===== config.mk =====
export PLATFORM = sky130hd
export DESIGN_NAME = hazard_unit_flat
export DESIGN_NICKNAME = d
export VERILOG_FILES = /design/src/rtl/hazard_if.sv /design/src/rtl/hazard_unit.sv /design/src/flat_wrapper.sv
export SDC_FILE = /design/constraint.sdc
export NUM_CORES = 1
export LEC_CHECK = 0
export BUFFER_PORTS_ARGS = -buffer_cell sky130_fd_sc_hd__buf_2
export CAP_MARGIN = 20
export CORE_AREA = 2 2 39 41
export CTS_BUF_LIST = sky130_fd_sc_hd__clkbuf_4 sky130_fd_sc_hd__clkbuf_8
export DETAILED_ROUTE_END_ITERATION = 6
export DIE_AREA = 0 0 41 43
export HOLD_SLACK_MARGIN = 0.03
export PLACE_DENSITY = 0.59
export SLEW_MARGIN = 40
export SYNTH_ARGS = -nofsm -noshare
export SYNTH_HDL_FRONTEND = slang
export SYNTH_SLANG_ARGS = --single-unit

===== constraint.sdc =====
create_clock -name clk -period 1.7 [get_ports clk]
set_input_delay 0.17 -clock clk [delete_from_list [all_inputs] [get_ports clk]]
set_output_delay 0.17 -clock clk [all_outputs]
set_load 0.02 [all_outputs]

===== src/rtl/hazard_if.sv =====
// Signal bundle between the ID stage (master) and the hazard unit (slave).
// The master drives decode/EX information and receives stall/flush/halt control.
interface hazard_if;
    logic [3:0] op_code;
    logic [3:0] op1;
    logic [3:0] op2;
    logic [3:0] op2_ex;
    logic [3:0] mem_read;
    logic [1:0] branch;
    logic [2:0] hazard;
    logic       if_write;
    logic       pc_write;

    modport master (
        output op_code, op1, op2, op2_ex, mem_read, branch,
        input  hazard, if_write, pc_write
    );

    modport slave (
        input  op_code, op1, op2, op2_ex, mem_read, branch,
        output hazard, if_write, pc_write
    );
endinterface


===== src/rtl/hazard_unit.sv =====
// Load-use stall, branch/jump flush and sticky halt for the 16-bit MIPS-style pipeline.
// Outputs are combinational from the ID/EX inputs plus the stall_q and halted_q state bits.
module hazard_unit (
    input  logic     clk,
    input  logic     rst,
    hazard_if.slave  hz
);
    localparam logic [3:0] OP_ALU    = 4'h0;
    localparam logic [3:0] OP_STORE  = 4'h9;
    localparam logic [3:0] OP_BEQ    = 4'hA;
    localparam logic [3:0] OP_BNE    = 4'hB;
    localparam logic [3:0] OP_JUMP   = 4'hE;
    localparam logic [3:0] OP_HALT   = 4'hF;
    localparam logic [3:0] MEM_WORD  = 4'h1;
    localparam logic [3:0] MEM_BYTE  = 4'h2;
    localparam logic [1:0] BR_TAKEN  = 2'b01;
    localparam logic [1:0] BR_JUMP   = 2'b10;

    logic stall_q, stall_d;
    logic halted_q, halted_d;
    logic usesOp1, usesOp2, isLoad, dep;
    logic stallNow, flushNow, haltNow;

    always_comb begin
        usesOp1  = (hz.op_code != OP_JUMP) && (hz.op_code != OP_HALT);
        usesOp2  = (hz.op_code == OP_ALU) || (hz.op_code == OP_STORE) ||
                   (hz.op_code == OP_BEQ) || (hz.op_code == OP_BNE);
        isLoad   = (hz.mem_read == MEM_WORD) || (hz.mem_read == MEM_BYTE);
        // Register 0 is hardwired zero, so a load targeting it never creates a dependency.
        dep      = (hz.op2_ex != 4'h0) &&
                   ((usesOp1 && (hz.op1 == hz.op2_ex)) ||
                    (usesOp2 && (hz.op2 == hz.op2_ex)));
        stallNow = isLoad && dep && !stall_q;
        haltNow  = (hz.op_code == OP_HALT);
        flushNow = ((hz.branch == BR_TAKEN) || (hz.branch == BR_JUMP)) &&
                   !stallNow && !halted_q;
        stall_d  = stallNow;
        halted_d = halted_q || haltNow;
    end

    always_ff @(posedge clk or posedge rst) begin
        if (rst) begin
            stall_q  <= 1'b0;
            halted_q <= 1'b0;
        end else begin
            stall_q  <= stall_d;
            halted_q <= halted_d;
        end
    end

    // Priority: reset override, halt, stall, flush, then normal flow.
    always_comb begin
        hz.hazard   = 3'b000;
        hz.if_write = 1'b1;
        hz.pc_write = 1'b1;
        if (rst) begin
            hz.hazard   = 3'b000;
        end else if (halted_q || haltNow) begin
            hz.hazard   = 3'b100;
            hz.if_write = 1'b0;
            hz.pc_write = 1'b0;
        end else if (stallNow) begin
            hz.hazard   = 3'b001;
            hz.if_write = 1'b0;
            hz.pc_write = 1'b0;
        end else if (flushNow) begin
            hz.hazard   = 3'b010;
        end
    end
endmodule


===== src/flat_wrapper.sv =====
// flat-port wrapper written by rule: the top's interface ports become plain ports
module hazard_unit_flat 
  (clk, rst, hz_op_code, hz_op1, hz_op2, hz_op2_ex, hz_mem_read, hz_branch, hz_hazard, hz_if_write, hz_pc_write);
  hazard_if hz_i ();
  input  logic clk;
  input  logic rst;
  input wire logic [$bits(hz_i.op_code)-1:0] hz_op_code;
  input wire logic [$bits(hz_i.op1)-1:0] hz_op1;
  input wire logic [$bits(hz_i.op2)-1:0] hz_op2;
  input wire logic [$bits(hz_i.op2_ex)-1:0] hz_op2_ex;
  input wire logic [$bits(hz_i.mem_read)-1:0] hz_mem_read;
  input wire logic [$bits(hz_i.branch)-1:0] hz_branch;
  output wire logic [$bits(hz_i.hazard)-1:0] hz_hazard;
  output wire logic [$bits(hz_i.if_write)-1:0] hz_if_write;
  output wire logic [$bits(hz_i.pc_write)-1:0] hz_pc_write;
  assign hz_i.op_code = hz_op_code;
  assign hz_i.op1 = hz_op1;
  assign hz_i.op2 = hz_op2;
  assign hz_i.op2_ex = hz_op2_ex;
  assign hz_i.mem_read = hz_mem_read;
  assign hz_i.branch = hz_branch;
  assign hz_hazard = hz_i.hazard;
  assign hz_if_write = hz_i.if_write;
  assign hz_pc_write = hz_i.pc_write;
  hazard_unit u_core (.clk(clk), .rst(rst), .hz(hz_i));
endmodule

Yosys cells after proc, flatten, opt, wreduce, memory -nomap -nowiden
Index checks and enable logic that the tools add are counted.
{ "op_classes": {"reduce_logical": 20, "n_eq_ne": 12, "n_mux": 7} }
{ "op_table": {"columns": ["op", "n"], "rows": [
  ["== test 4 bit, second input constant", 4],
  ["2-to-1 mux 3 bit", 3],
  ["== test 4 bit", 2],
  ["logical AND 1 bit", 8],
  ["inequality test 4 bit, second input constant", 2],
  ["logical OR 1 bit", 7],
  ["== test 4 x 1 -> 1 bit, second input constant", 1],
  ["== test 4 x 2 -> 1 bit, second input constant", 1],
  ["zero test 4 bit", 1],
  ["nonzero test 4 bit", 1],
  ["zero test 1 bit", 3],
  ["2-to-1 mux 1 bit", 3],
  ["== test 2 x 1 -> 1 bit, second input constant", 1],
  ["== test 2 bit, second input constant", 1],
  ["2-to-1 mux 2 bit", 1]
]} }
{ "totals": {"wordCells": 41, "ff_bits": 2, "input_bits": 24, "out_inout_bits": 5} }

Depth between registers and ports, before layout
Gate-level depths: netlist of run 1.
{ "depth": {"depth_word": 16, "mapped_depth": 5, "depth_no_buf": 4} }

Least setup slack after synthesis of run 1
Ideal clock, no wire load.
{ "synth_timing": {"path_type": "input-to-output", "from": "input hz_op_code[1]", "to": "output hz_hazard[0]", "arrival_time_ps": 1512, "n_path_buf": 0, "required_ps": 1530, "cell_stages": 4, "slack_ps": 18, "path_cell_list": "or3_1 -> a211oi_2 -> a22oi_2 -> nor4_1"} }
{ "synth_via": {"elab_chain_len": 12, "word_cells_on_any_way": 21, "classes_between": "eq/ne (6); mux (3); reduce/logical (12)"} }
{ "synth_rtl": {"columns": ["item", "line_no", "source"], "rows": [
  ["start: declaration", "flat_wrapper.sv:7", "input wire logic [$bits(hz_i.op_code)-1:0] hz_op_code;"],
  ["== test 4 bit or zero test 4 bit (tied branches)", "hazard_unit.sv:26", "usesOp2 = (hz.op_code == OP_ALU) || (hz.op_code == OP_STORE) ||"],
  ["logical OR 1 bit (2 in a row)", "hazard_unit.sv:26", null],
  ["logical OR 1 bit", "hazard_unit.sv:27", "(hz.op_code == OP_BEQ) || (hz.op_code == OP_BNE);"],
  ["logical AND 1 bit", "hazard_unit.sv:32", "(usesOp2 && (hz.op2 == hz.op2_ex)));"],
  ["logical OR 1 bit", "hazard_unit.sv:31", "((usesOp1 && (hz.op1 == hz.op2_ex)) ||"],
  ["logical AND 1 bit", "hazard_unit.sv:30", "dep = (hz.op2_ex != 4'h0) &&"],
  ["logical AND 1 bit (2 in a row)", "hazard_unit.sv:33", "stallNow = isLoad && dep && !stall_q;"],
  ["2-to-1 mux 3 bit", "hazard_unit.sv:62", "end else if (stallNow) begin"],
  ["2-to-1 mux 3 bit (*)", "hazard_unit.sv:58", "end else if (halted_q || haltNow) begin"],
  ["2-to-1 mux 3 bit (*)", "hazard_unit.sv:56", "if (rst) begin"],
  ["end: declaration", "flat_wrapper.sv:13", "output wire logic [$bits(hz_i.hazard)-1:0] hz_hazard;"]
]} }
Mark *: on every way between the ends. The rest lies on a longest branch, timed or not.

Worst setup path in the final report of run 1
{ "layout_timing": {"from": "register u_core.stall_q", "to": "output hz_if_write"} }
{ "layout_via": {"elab_chain_len": 5} }
{ "layout_rtl": {"columns": ["item", "line_no", "source"], "rows": [
  ["start: declaration", "hazard_unit.sv:19", "logic stall_q, stall_d;"],
  ["start signal: assignment", "hazard_unit.sv:46", "stall_q <= stall_d;"],
  ["zero test 1 bit", "hazard_unit.sv:33", null],
  ["logical AND 1 bit", "hazard_unit.sv:33", null],
  ["2-to-1 mux 1 bit", "hazard_unit.sv:62", null],
  ["2-to-1 mux 1 bit", "hazard_unit.sv:58", null],
  ["2-to-1 mux 1 bit", "hazard_unit.sv:56", null],
  ["end: declaration", "flat_wrapper.sv:14", "output wire logic [$bits(hz_i.if_write)-1:0] hz_if_write;"]
]} }
Every way passes these cells.

==> out/qor.yml, run 1 <==
run_status: "finished clean"
die_w_um: 41
drt_pass1_iterations: 4
worst_pin_slew_ns: 0.443
tns_ns: 0
synth_top_family_by_area: "XOR/XNOR gates"
final_antenna_net_count: 0
htree_num_levels: 1
drt-total-wl_um: 762
ir_drop_mv: 0.288
start_util_pct: 20.1
path_clk_slew_ns: 0.03
hold_viol_final: 0
grt_setup_unrepaired: "true"
period_share_pct: 95.8
cp.buffers_inverters: 1
synth_edf_count: 0
whs_ns: 0.233
maxCapViolCount: 0
cts-root-buf: "clkbuf_4"
clock_path_buffers: 2
relSlewSlack_pct: 70.2
p_per_area_nw_per_um2: 533
critPathKind: "reg2out"
muxShareOfSynthArea_pct: 0
drtIter0Drc: 3
routabilityCongestion: 0.558
drive_above_1_share_pct: 61.3
worst_ep_arrival_time_ns: 1.46
hp-class: "in2reg"
fin_skew_ns: 0
place_hpwl_um: 666
synth_warnings: 0
ioPinCount: 29
cp_slowest_stage_delay_ns: 0.36
holdPathEnd: "u_core.stall_q$_DFF_PP0_"
cts_tree: "yes"
synthXorXnorAreaFrac_pct: 31.5
setup-violations-final: 0
post_drt_via_cell_ratio: 4.36
crit_required_ns: 1.53
grt_overflow_total: 0
synthAdderAreaFrac_pct: 0
cp-end-kind: "primary output"
report.final.slew_viol_count: 0
cp_top_family: "compound AO/OA/AOI/OAI gates"
portBuffers: 28
r2r-start: "u_core.stall_q$_DFF_PP0_"
clock_sinks: 2
coreArea_um2: 1380
cp_slowest_cell: "dfrtp_1"
syn_inst: 31
wl_per_cell_um: 9.77
ys.flop_type: "dfrtp_1"
synth_compound_gate_area_share_pct: 23.9
drc: 0
synth_nets: 55
cp.depth: 4
crit_chain: "nor4_2 -> o41ai_2 -> o31a_1 -> buf_2"
worstSkewPairLatency_ns: 0.23
die_area_um2: 1760
grt_first_pass_wirelength_mm: 1.14
die_y_um: 43
rr_worst_depth: 3
rows: 14
async_reset_ff_share_pct: 100
syn_area_per_cell_um2: 8.96
postCtsSetupBuffers: 0
synthTopCellsByCount: "8 x xor2_1, 2 x dfrtp_1, 2 x inv_1, 2 x nor4_1, 2 x xnor2_1"
power.total_mw: 0.254
grt_max_degree: 5
area_growth_pct: 71.6
r2r_setup_slack_ns: 0.76
grt_pass1_vias: 329
synth_simple_gate_area_share_pct: 21.2
cts_buffers: 3
crit_fanout: 4
synth.distinct_cells: 20
yosysMostFrequentCell: "xor2_1"
yosysTopAreaCell: "xor2_1"
diodes: 0
fin_util_pct: 34.4
grt_usage_pct: 10.2
worstSetupStartpointType: "flip-flop"
r2r_end: "u_core.stall_q$_DFF_PP0_"
period_minus_slack_ns: 1.63
whs_path_depth: 4
synth_seq_cells: 2
nets: 88
min_from: "hz_mem_read[3]"
p_leak_nw: 0.229
antenna_found_initial: 0
synthTopCellsByArea: "xor2_1 25%, dfrtp_1 18%, xnor2_1 6.3%"
num_vias: 340
synth_top_area_share_pct: 25.2
netlist_area_um2: 278
synth_seq_area_share_pct: 18.0
timing.fmax_mhz: 614
area by class of cell:
type	instances	area (um^2)
Inverter	2	7.51
Clock buffer	3	22.5
Tap cell	16	20.0
Fill cell	163	907
Timing Repair Buffer	29	150
Sequential cell	2	50.0
Multi-Input combinational cell	26	226
cells in the final DEF, fill, tap and decap left out, drive strengths merged, types with 2 or more instances in the layout:
master | netlist | layout
xor2 | 8 | 8
clkbuf | 0 | 3
inv | 2 | 2
xnor2 | 2 | 2
dfrtp | 2 | 2
nor3 | 2 | 2
nor4 | 3 | 3
buf | 1 | 28
layer usage:
layer / wire length (um) / global-route usage [%]
met1: 245 / 8.39
met2: 422 / 16.9
met3: 79 / 4.71
met4: 14 / 8.00
met5: 0 / 0
power breakdown:
group          switching, mW  leakage, nW  internal (mW)
registers           0.000525       0.0229         0.0495
logic                 0.0495        0.192         0.0465
clock network         0.0298       0.0138         0.0781
total                 0.0799        0.229          0.174
worst register-to-register path: cells and delay by family, from the launching register on:
family	cells	cell delay (ns)
AOI/OAI and AO/OA	1	0.16
DFF	1	0.36
and+or+nand+nor	2	0.35
through the flow:
stage                     setup slack (ns)  cell area, um^2  instances
after floorplan                     0.0181              278         31
after global placement               0.115              430         74
after detailed placement            0.0928              430         74
after CTS                           0.0235              463         78
after global routing               -0.0554              477         78
final                               0.0721              477         78
flip-flops by register name (all words and copies together) (netlist names):
signal	flops
u_core.halted_q	1
u_core.stall_q	1
logic make-up (layout without fill, tap and decap cells):
logic type      Yosys count  count (layout)
buf+inv                   3              34
simple gates              9               9
flops                     2               2
compound gates            7               7
xor+xnor                 10              10
worst max path at each step:
stage,startpoint,end,slack (ns)
floorplan,hz_op_code[1],hz_hazard[0],0.02
global placement,hz_op_code[1],hz_pc_write,0.11
detailed placement,hz_op_code[1],hz_if_write,0.09
CTS,u_core.stall_q$_DFF_PP0_,hz_if_write,0.02
global route,u_core.stall_q$_DFF_PP0_,hz_if_write,-0.06
finish,u_core.stall_q$_DFF_PP0_,hz_if_write,0.07
what timing repair did:
| item | 4_1_cts | 5_1_grt |
|---|---|---|
| hold buffers | 1 | 0 |
| endpoints found under the setup margin | 0 | 3 |
| resized for setup | 0 | 2 |
| hold endpoints to repair | 2 | 0 |
(Power assumes the default switching activity.)
==> run 2, diff against run 1 <==
- CORE_AREA: 2 2 39 41 -> 3 3 40 42
- DIE_AREA: 0 0 41 43 -> 0 0 43 45
==> out/qor.yml, run 2 (synthesis results as in run 1) <==
crit_fanout: 4
grt_first_pass_wirelength_mm: 1.27
largestRegisters: "u_core.halted_q (1), u_core.stall_q (1)"
stdcell_area_um2: 468
drt-met1-wl_um: 262
cp_slowest_cell: "dfrtp_1"
cp_slowest_stage_delay_ns: 0.35
path_clk_slew_ns: 0.03
final_cell_mix: "27 x buf_2, 8 x xor2_1, 3 x clkbuf_4"
run_status: "finished clean"
cp_top_family: "compound AO/OA/AOI/OAI gates"
maxUsedRoutingLayer: "met4"
diodes: 0
cts-root-buf: "clkbuf_4"
antenna_found_initial: 0
worst_ep_arrival_time_ns: 1.48
hold_viol_final: 0
die_area_um2: 1940
htree_num_levels: 1
cp-end-kind: "primary output"
ioPinCount: 29
setup-violations-final: 0
fin_skew_ns: 0
wl_per_cell_um: 10.2
crit_chain: "nor4_1 -> o41ai_1 -> o31a_1 -> buf_2"
worst_pin_slew_ns: 0.656
start_util_pct: 21.6
fin_util_pct: 36.4
cts_buffers: 3
portBuffers: 28
worstSkewPairLatency_ns: 0.23
worstSetupStartpointType: "flip-flop"
grt_max_degree: 5
rows: 13
dp.cells: 74
drc: 0
route.met2.wl_um: 446
cts_tree: "yes"
routabilityCongestion: 0.564
drive_above_1_share_pct: 58.1
hp-class: "in2reg"
post_drt_via_cell_ratio: 4.45
die_y_um: 45
crit_required_ns: 1.53
wl_met3_um: 63
drt-total-wl_um: 788
timing.fmax_mhz: 607
nets: 88
p_per_area_nw_per_um2: 545
p_leak_nw: 0.229
postCtsSetupBuffers: 0
place_hpwl_um: 652
coreArea_um2: 1280
num_vias: 343
grt_pass1_vias: 339
drtIter0Drc: 2
report.final.slew_viol_count: 0
grt_usage_pct: 9.42
instances_no_fill: 77
final_antenna_net_count: 0
ir_drop_mv: 0.218
clock_path_buffers: 2
place_area_um2: 437
area_growth_pct: 68.5
critPathKind: "reg2out"
die_w_um: 43
period_minus_slack_ns: 1.65
clock_sinks: 2
grt_overflow_total: 0
final_common_cell: "buf_2"
maxCapViolCount: 0
relSlewSlack_pct: 55.7
period_share_pct: 97.0
cp.buffers_inverters: 1
drt_pass1_iterations: 2
## run 2: changes by cell type in the layout (fill, tap and decap cells not counted)
cell     previous run  this run
nor4_2              2         1
nor4_1              1         2
buf_2              28        27
o41ai_2             1         0
buf_6               0         1
o41ai_1             0         1
## run 2: metrics by stage
stage	power, mW	setup WS, ns	hold slack [ns]	TNS (ns)
2_1_floorplan	0.0998	0.0181	-0.0807	0
3_3_place_gp	0.144	0.114	0.0647	0
3_5_place_dp	0.144	0.0992	0.0621	0
4_1_cts	0.264	0.00102	0.285	0
5_1_grt	0.280	-0.00923	0.294	-0.00923
6_report	0.255	0.0513	0.291	0
## run 2: power breakdown
part	internal, mW	switching, mW	leakage, nW	total, mW
registers	0.0495	0.000504	0.0229	0.0500
clock network	0.0782	0.0312	0.0138	0.109
logic	0.0476	0.0480	0.192	0.0957
## run 2: layer usage
layer,up-vias,GRT usage [%]
met4,0,9.04
met1,145,8.45
met5,-,0
li1,180,-
met2,16,16.8
met3,2,2.79
## run 2: layout make-up
type	instances	area, um^2
Fill cell	144	817
Sequential cell	2	50.0
Timing Repair Buffer	29	156
Multi-Input combinational cell	26	213
Inverter	2	7.51
Tap cell	15	18.8
Clock buffer	3	22.5
## run 2: timing repair
action	CTS	global route
hold buffers	1	0
endpoints found under the setup margin	0	3
hold endpoints to repair	2	0
gates resized for setup	0	2
## run 2: worst min-delay path, delay by kind of cell
| family | cells | cell delay [ns] |
|---|---|---|
| AO/OA/AOI/OAI | 1 | 0.12 |
| AND/OR/NAND/NOR | 2 | 0.11 |
| buffers and inverters | 1 | 0.08 |
## run 2: worst paths after layout
path | start | endpoint | slack (ns) | cells after the start
worst max register to register | u_core.stall_q$_DFF_PP0_ | u_core.stall_q$_DFF_PP0_ | 0.75 | 3
worst max-delay path | u_core.stall_q$_DFF_PP0_ | hz_pc_write | 0.05 | 4
worst min-delay path | hz_mem_read[3] | u_core.stall_q$_DFF_PP0_ | 0.29 | 4
min in group asynchronous | rst | u_core.halted_q$_DFF_PP0_ | 0.38 | 3
worst min register to register | u_core.halted_q$_DFF_PP0_ | u_core.halted_q$_DFF_PP0_ | 0.49 | 1
max in group asynchronous | rst | u_core.stall_q$_DFF_PP0_ | 1.20 | 3
